<file path="config.mk">
export PLATFORM = sky130hd
export DESIGN_NAME = nonce_dispatcher
export DESIGN_NICKNAME = d
export VERILOG_FILES = /design/src/rtl/nonce_dispatcher.sv
export SDC_FILE = /design/constraint.sdc
export NUM_CORES = 1
export LEC_CHECK = 0
export CORE_UTILIZATION = 55
export CTS_BUF_LIST = sky130_fd_sc_hd__clkbuf_16
export CTS_CLUSTER_SIZE = 20
export DETAILED_ROUTE_END_ITERATION = 7
export PLACE_DENSITY_LB_ADDON = 0.2
export SETUP_SLACK_MARGIN = 0.15
export SYNTH_ARGS = -nofsm -noshare
export SYNTH_HDL_FRONTEND = slang
export SYNTH_SLANG_ARGS = --single-unit
export TNS_END_PERCENT = 30
</file>
<file path="constraint.sdc">
create_clock -name hash_clk -period 15.4 [get_ports hash_clk]
set_input_delay 2.31 -clock hash_clk [delete_from_list [all_inputs] [get_ports hash_clk]]
set_output_delay 2.31 -clock hash_clk [all_outputs]
set_load 0.03 [all_outputs]
</file>
<file path="src/rtl/nonce_dispatcher.sv">
// nonce_dispatcher: splits a nonce range into chunks for the hash cores and
// serialises their golden nonces onto the single UART-facing toggle pair.
module nonce_dispatcher #(
    parameter int unsigned NUM_CORES  = 4,
    parameter int unsigned CHUNK_BITS = 16,
    parameter int unsigned FIFO_DEPTH = 4,
    parameter int unsigned GAP_CYCLES = 4096
) (
    input  logic                    hash_clk,
    input  logic                    reset,
    input  logic                    new_work,
    input  logic [31:0]             nonce_min,
    input  logic [31:0]             nonce_max,
    input  logic [NUM_CORES-1:0]    core_req,
    output logic [NUM_CORES-1:0]    core_grant,
    output logic [31:0]             chunk_start,
    output logic [31:0]             chunk_end,
    output logic                    core_abort,
    input  logic [NUM_CORES-1:0]    core_found,
    input  logic [32*NUM_CORES-1:0] core_nonce,
    output logic [31:0]             golden_nonce,
    output logic                    new_golden_nonce,
    output logic                    range_done,
    output logic                    busy,
    output logic [7:0]              drop_count
);

    localparam int unsigned IDX_W = (NUM_CORES > 1) ? $clog2(NUM_CORES) : 1;
    localparam int unsigned FAW   = (FIFO_DEPTH > 1) ? $clog2(FIFO_DEPTH) : 1;
    localparam int unsigned CNT_W = $clog2(FIFO_DEPTH + 1);
    localparam int unsigned GAP_W = $clog2(GAP_CYCLES + 1);
    localparam logic [32:0]      CHUNK_M1 = (33'd1 << CHUNK_BITS) - 33'd1;
    localparam logic [IDX_W-1:0] LAST_IDX = IDX_W'(NUM_CORES - 1);
    localparam logic [FAW-1:0]   LAST_PTR = FAW'(FIFO_DEPTH - 1);
    // The pop cycle itself counts as one gap cycle, so the counter reloads one short.
    localparam logic [GAP_W-1:0] GAP_LOAD = GAP_W'(GAP_CYCLES - 1);

    typedef enum logic [1:0] {IDLE, DISPATCH, DRAIN, DONE} state_t;

    state_t               state_q, state_d;
    logic [32:0]          base_q, base_d, span_end;
    logic [31:0]          max_q, max_d, start_d, end_d;
    logic [IDX_W-1:0]     rr_q, rr_d, gidx, cand;
    logic [NUM_CORES-1:0] grant_d, req_m;
    logic                 hit, abort_d;

    logic [NUM_CORES-1:0] slot_valid, slot_valid_d, slot_load;
    logic [31:0]          slot_data [NUM_CORES];
    logic [IDX_W-1:0]     sptr_q, sel_idx, cand_s;
    logic                 sel_hit, move, pop, fifo_full;
    logic [31:0]          fifo_mem [FIFO_DEPTH];
    logic [FAW-1:0]       wr_ptr, rd_ptr;
    logic [CNT_W-1:0]     fifo_cnt;
    logic [GAP_W-1:0]     gap_q;
    logic [4:0]           drops;
    logic [8:0]           drop_sum;
    logic [7:0]           drop_d;

    // Dispatch FSM: round-robin chunk grants, drain, done; new_work overrides all.
    always_comb begin
        state_d = state_q;
        base_d  = base_q;
        max_d   = max_q;
        rr_d    = rr_q;
        grant_d = '0;
        start_d = chunk_start;
        end_d   = chunk_end;
        abort_d = 1'b0;
        req_m   = core_req & ~core_grant;
        hit     = 1'b0;
        gidx    = '0;
        cand    = '0;
        for (int unsigned i = 0; i < NUM_CORES; i++) begin
            cand = IDX_W'((32'(rr_q) + i) % NUM_CORES);
            if (!hit && req_m[cand]) begin
                hit  = 1'b1;
                gidx = cand;
            end
        end
        span_end = base_q + CHUNK_M1;
        if (span_end > {1'b0, max_q}) begin
            span_end = {1'b0, max_q};
        end
        case (state_q)
            DISPATCH: begin
                if (hit) begin
                    grant_d = NUM_CORES'(1) << gidx;
                    start_d = base_q[31:0];
                    end_d   = span_end[31:0];
                    base_d  = span_end + 33'd1;
                    rr_d    = (gidx == LAST_IDX) ? '0 : gidx + IDX_W'(1);
                    if (span_end[31:0] == max_q) begin
                        state_d = DRAIN;
                    end
                end
            end
            DRAIN: begin
                // The last granted core still shows req in its grant cycle.
                if ((&core_req) && (core_grant == '0)) begin
                    state_d = DONE;
                end
            end
            default: ;
        endcase
        if (new_work) begin
            abort_d = 1'b1;
            grant_d = '0;
            start_d = chunk_start;
            end_d   = chunk_end;
            rr_d    = rr_q;
            base_d  = {1'b0, nonce_min};
            max_d   = nonce_max;
            state_d = (nonce_min > nonce_max) ? DONE : DISPATCH;
        end
    end

    // Dispatch state and registered dispatch outputs.
    always_ff @(posedge hash_clk or posedge reset) begin
        if (reset) begin
            state_q     <= IDLE;
            base_q      <= '0;
            max_q       <= '0;
            rr_q        <= '0;
            core_grant  <= '0;
            chunk_start <= '0;
            chunk_end   <= '0;
            core_abort  <= 1'b0;
            busy        <= 1'b0;
            range_done  <= 1'b0;
        end else begin
            state_q     <= state_d;
            base_q      <= base_d;
            max_q       <= max_d;
            rr_q        <= rr_d;
            core_grant  <= grant_d;
            chunk_start <= start_d;
            chunk_end   <= end_d;
            core_abort  <= abort_d;
            busy        <= (state_d == DISPATCH) || (state_d == DRAIN);
            range_done  <= (state_d == DONE);
        end
    end

    // Golden path: slot arbitration, slot refill/drop, FIFO pop pacing.
    always_comb begin
        sel_hit = 1'b0;
        sel_idx = '0;
        cand_s  = '0;
        for (int unsigned i = 0; i < NUM_CORES; i++) begin
            cand_s = IDX_W'((32'(sptr_q) + i) % NUM_CORES);
            if (!sel_hit && slot_valid[cand_s]) begin
                sel_hit = 1'b1;
                sel_idx = cand_s;
            end
        end
        fifo_full    = (fifo_cnt == CNT_W'(FIFO_DEPTH));
        move         = sel_hit && !fifo_full;
        pop          = (fifo_cnt != '0) && (gap_q == '0);
        slot_valid_d = slot_valid;
        slot_load    = '0;
        drops        = '0;
        if (move) begin
            slot_valid_d[sel_idx] = 1'b0;
        end
        for (int unsigned i = 0; i < NUM_CORES; i++) begin
            if (core_found[i]) begin
                if (slot_valid_d[i]) begin
                    drops = drops + 5'd1;
                end else begin
                    slot_valid_d[i] = 1'b1;
                    slot_load[i]    = 1'b1;
                end
            end
        end
        drop_sum = 9'(drop_count) + 9'(drops);
        drop_d   = (drop_sum > 9'd255) ? 8'd255 : drop_sum[7:0];
    end

    // Golden path control registers and emitted nonce.
    always_ff @(posedge hash_clk or posedge reset) begin
        if (reset) begin
            slot_valid       <= '0;
            sptr_q           <= '0;
            wr_ptr           <= '0;
            rd_ptr           <= '0;
            fifo_cnt         <= '0;
            gap_q            <= '0;
            golden_nonce     <= '0;
            new_golden_nonce <= 1'b0;
            drop_count       <= '0;
        end else begin
            slot_valid <= slot_valid_d;
            drop_count <= drop_d;
            if (move) begin
                sptr_q <= (sel_idx == LAST_IDX) ? '0 : sel_idx + IDX_W'(1);
                wr_ptr <= (wr_ptr == LAST_PTR) ? '0 : wr_ptr + FAW'(1);
            end
            if (pop) begin
                rd_ptr           <= (rd_ptr == LAST_PTR) ? '0 : rd_ptr + FAW'(1);
                golden_nonce     <= fifo_mem[rd_ptr];
                new_golden_nonce <= ~new_golden_nonce;
                gap_q            <= GAP_LOAD;
            end else if (gap_q != '0) begin
                gap_q <= gap_q - GAP_W'(1);
            end
            fifo_cnt <= fifo_cnt + CNT_W'(move) - CNT_W'(pop);
        end
    end

    // Slot and FIFO storage; validity is tracked separately so no reset needed.
    always_ff @(posedge hash_clk) begin
        for (int unsigned i = 0; i < NUM_CORES; i++) begin
            if (slot_load[i]) begin
                slot_data[i] <= core_nonce[32*i +: 32];
            end
        end
        if (move) begin
            fifo_mem[wr_ptr] <= slot_data[sel_idx];
        end
    end

endmodule

</file>
==> metrics.cfg <==
[timing]
hold_viol=0
timing.hold.ws_ns=0.4745
tightest_slew_ns=1.082
rsz0062_at_grt=no
fin_worst_skew_ns=0.01754
fin_setup_tns_ns=0
worst_slack_ns=7.137
period_share=0.5365
setup_violations=0
slew_viol_final=0
fmax_ghz=0.1210
period_minus_slack_ns=8.263
relSlewSlack=0.2785

[synth]
synth_ff_type=edfxtp_1
synth-adder-area-share=0.05275
syn_area_um2=22580
ys_seq_area_frac=0.5698
synth_edf_count=256
synthMuxAreaShare=0.04482
synthCells=2076
synthTopCellsByArea=edfxtp_1 34%, dfrtp_1 23%, nand2_1 7.9%
synth_top_area_share=0.3404
synthDistinctLibCells=76
synthSimpleGateAreaFrac=0.1659
synth_top_cell_by_area=edfxtp_1
synth_compound_area_frac=0.08732
yosysWarningCount=0
syn_nets=2373
avgSynthCellArea_um2=10.88
ys_ff_latch=463
synth-xor-area-share=0.04139
ys_async_sr_fraction=0.4471
synth_top_family_by_area=simple AND/OR/NAND/NOR gates

[worst_setup_path]
worstSetupEndpointType=flip-flop
rr_worst_depth=25
critPathSlowestCell=nor2_2
critical_path_class=reg2reg
path_max_fanout=23
start_kind=flip-flop
critPathMaxStageDelay_ns=0.87
worstPathRequired_ns=15.83
arrival_ns=8.69

[placed_design]
post-place-ws_ns=7.421
dpl_cell_area_um2=26170
dpl.cell_count=2839
hpwl_um=42630
io_buffers=314
place_congestion=0.9425

[layout]
nets=2660
multi_input_area_um2=8900
fin_area_um2=27730
final_cell_count_no_fill=2927
antenna_cells=0
final_common_cell=nand2_1
finish.utilization=0.6916
synthToLayoutAreaGrowth_pct=22.80
final-seq-area_um2=12870
num-fill-cells=2971
final_cell_mix=473 x nand2_1, 313 x clkdlybuf4s50_1, 256 x edfxtp_1
drive_above_1_share=0.07494

[hold_path]
hold_class=reg2reg
min_path_cells=2

[power]
leakage_nw=11.32
peakVddDrop_uv=176.4
power.density_nw_per_um2=205.9
fin_total_pwr_mw=5.711

[clock_tree]
numCtsBuffers=47
ctsHtreeMaxLevel=2
cts_tree=yes
cts_hold_buf=0
cts_setup_buffers=0
clk_pin_slew_worst_paths_ns=0.06
cts-root-buf=clkbuf_16
clk_latency_ns=0.60
clkSinkCount=463
clockBufferDepth=3
post_cts_resized=0

[floorplan]
coreArea_um2=40100
num_rows=73
start_util=0.5632
dieArea_um2=41870
die_y_um=204.6
ios=315
die_x_um=204.6

[routing]
routed_wirelength_um=60400
ant_nets=0
drt_iter0_markers=1016
drcViolationCount=0
first_pass_iters=5
via_per_inst=5.728
wl_per_cell_um=20.64
vias=16770

[outcome]
status=completed

[grt]
grt_pass1_wl_um=94030
grt_overflow_total=0
use_met1=0.3633
grt_use_met2=0.5187
top_usage_layer=met2
met3_usage=0.05266
groute.usage.overall=0.2937
grt_max_degree=142
grt_pass1_vias=17140
antenna_found_initial=0

[job]
cap_violations=0

synth_stat cells, types with 4 or more instances:
cell type and n:
nor2b_1 18, buf_1 10, edfxtp_1 256, buf_2 11, nand2_1 474, nand4_1 22, nor2_1 86, nor3_1 40
o22ai_1 5, a31oi_1 37, o211ai_1 4, and2_1 9, a21boi_0 6, nand3_1 40, and3_1 53, clkbuf_1 70
inv_1 109, mux2_2 9, nand2b_1 16, mux2i_1 19, ha_1 92, a211oi_1 11, or3_1 7, buf_6 6
xor2_1 22, or2_2 6, o31ai_1 13, dfrtp_1 207, o21ai_0 104, mux4_2 32, a21o_1 15, o21ai_1 8
a21oi_1 89, xnor2_1 81, o31a_1 7, nor4_1 19
layout make-up:
cell class | count | share of cell area
Sequential cell | 463 | 0.4640
Multi-Input combinational cell | 1403 | 0.3209
Timing Repair Buffer | 338 | 0.1197
Clock buffer | 48 | 0.04331
Tap cell | 525 | 0.02369
Inverter | 110 | 0.01516
Clock inverter | 40 | 0.01317
power breakdown:
part / total, mW / switching [mW] / leakage, nW / internal (mW)
logic: 2.35 / 1.50 / 5.65 / 0.848
clock network: 1.16 / 0.501 / 0.800 / 0.657
registers: 2.20 / 0.237 / 4.87 / 1.97
total: 5.71 / 2.24 / 11.3 / 3.47
cell families (layout without fill, tap and decap cells):
| logic type | Yosys count | count (layout) |
|---|---|---|
| compound gates | 326 | 326 |
| xor+xnor | 105 | 105 |
| fa+ha+maj | 94 | 94 |
| buf+inv | 210 | 536 |
| flops | 463 | 463 |
| mux | 60 | 60 |
| simple gates | 818 | 818 |
routing by layer:
layer  wire (µm)  vias to the layer above  share of wire
met1       23620                     8182           0.39
met4        1608                        0          0.027
li1            -                     7847              -
met5           0                        -              0
met2       31020                      631           0.51
met3        4146                      105          0.069
worst max-delay path: cells and delay by family, from the launching register on:
kind	cells	cell delay (ns)
AOI/OAI and AO/OA	4	0.88
xor gates and xnor gates	2	0.63
adders and majority gates	2	0.58
buffers and inverters	2	0.50
DFF	1	0.52
and+or+nand+nor	15	4.98
final timing paths:
kind	startpoint	to	slack, ns
min in group asynchronous	reset	chunk_start[11]	2.36
max reg2reg	base_q[4]	base_q[24]	7.14
min reg2reg	chunk_start[30]	chunk_start[30]	0.47
max in group asynchronous	reset	rd_ptr[0]	11.49
max	base_q[4]	base_q[24]	7.14
min	chunk_start[30]	chunk_start[30]	0.47
registers in the layout, summed over array words and instances, names as in the netlist, 13 cells and up, named ones only:
| signal | count |
|---|---|
| base_q | 33 |
| golden_nonce | 32 |
| slot_data | 128 |
| max_q | 32 |
| chunk_start | 32 |
| chunk_end | 32 |
| gap_q | 13 |
| fifo_mem | 128 |
Note: power is estimated with default switching activity, not from simulation.
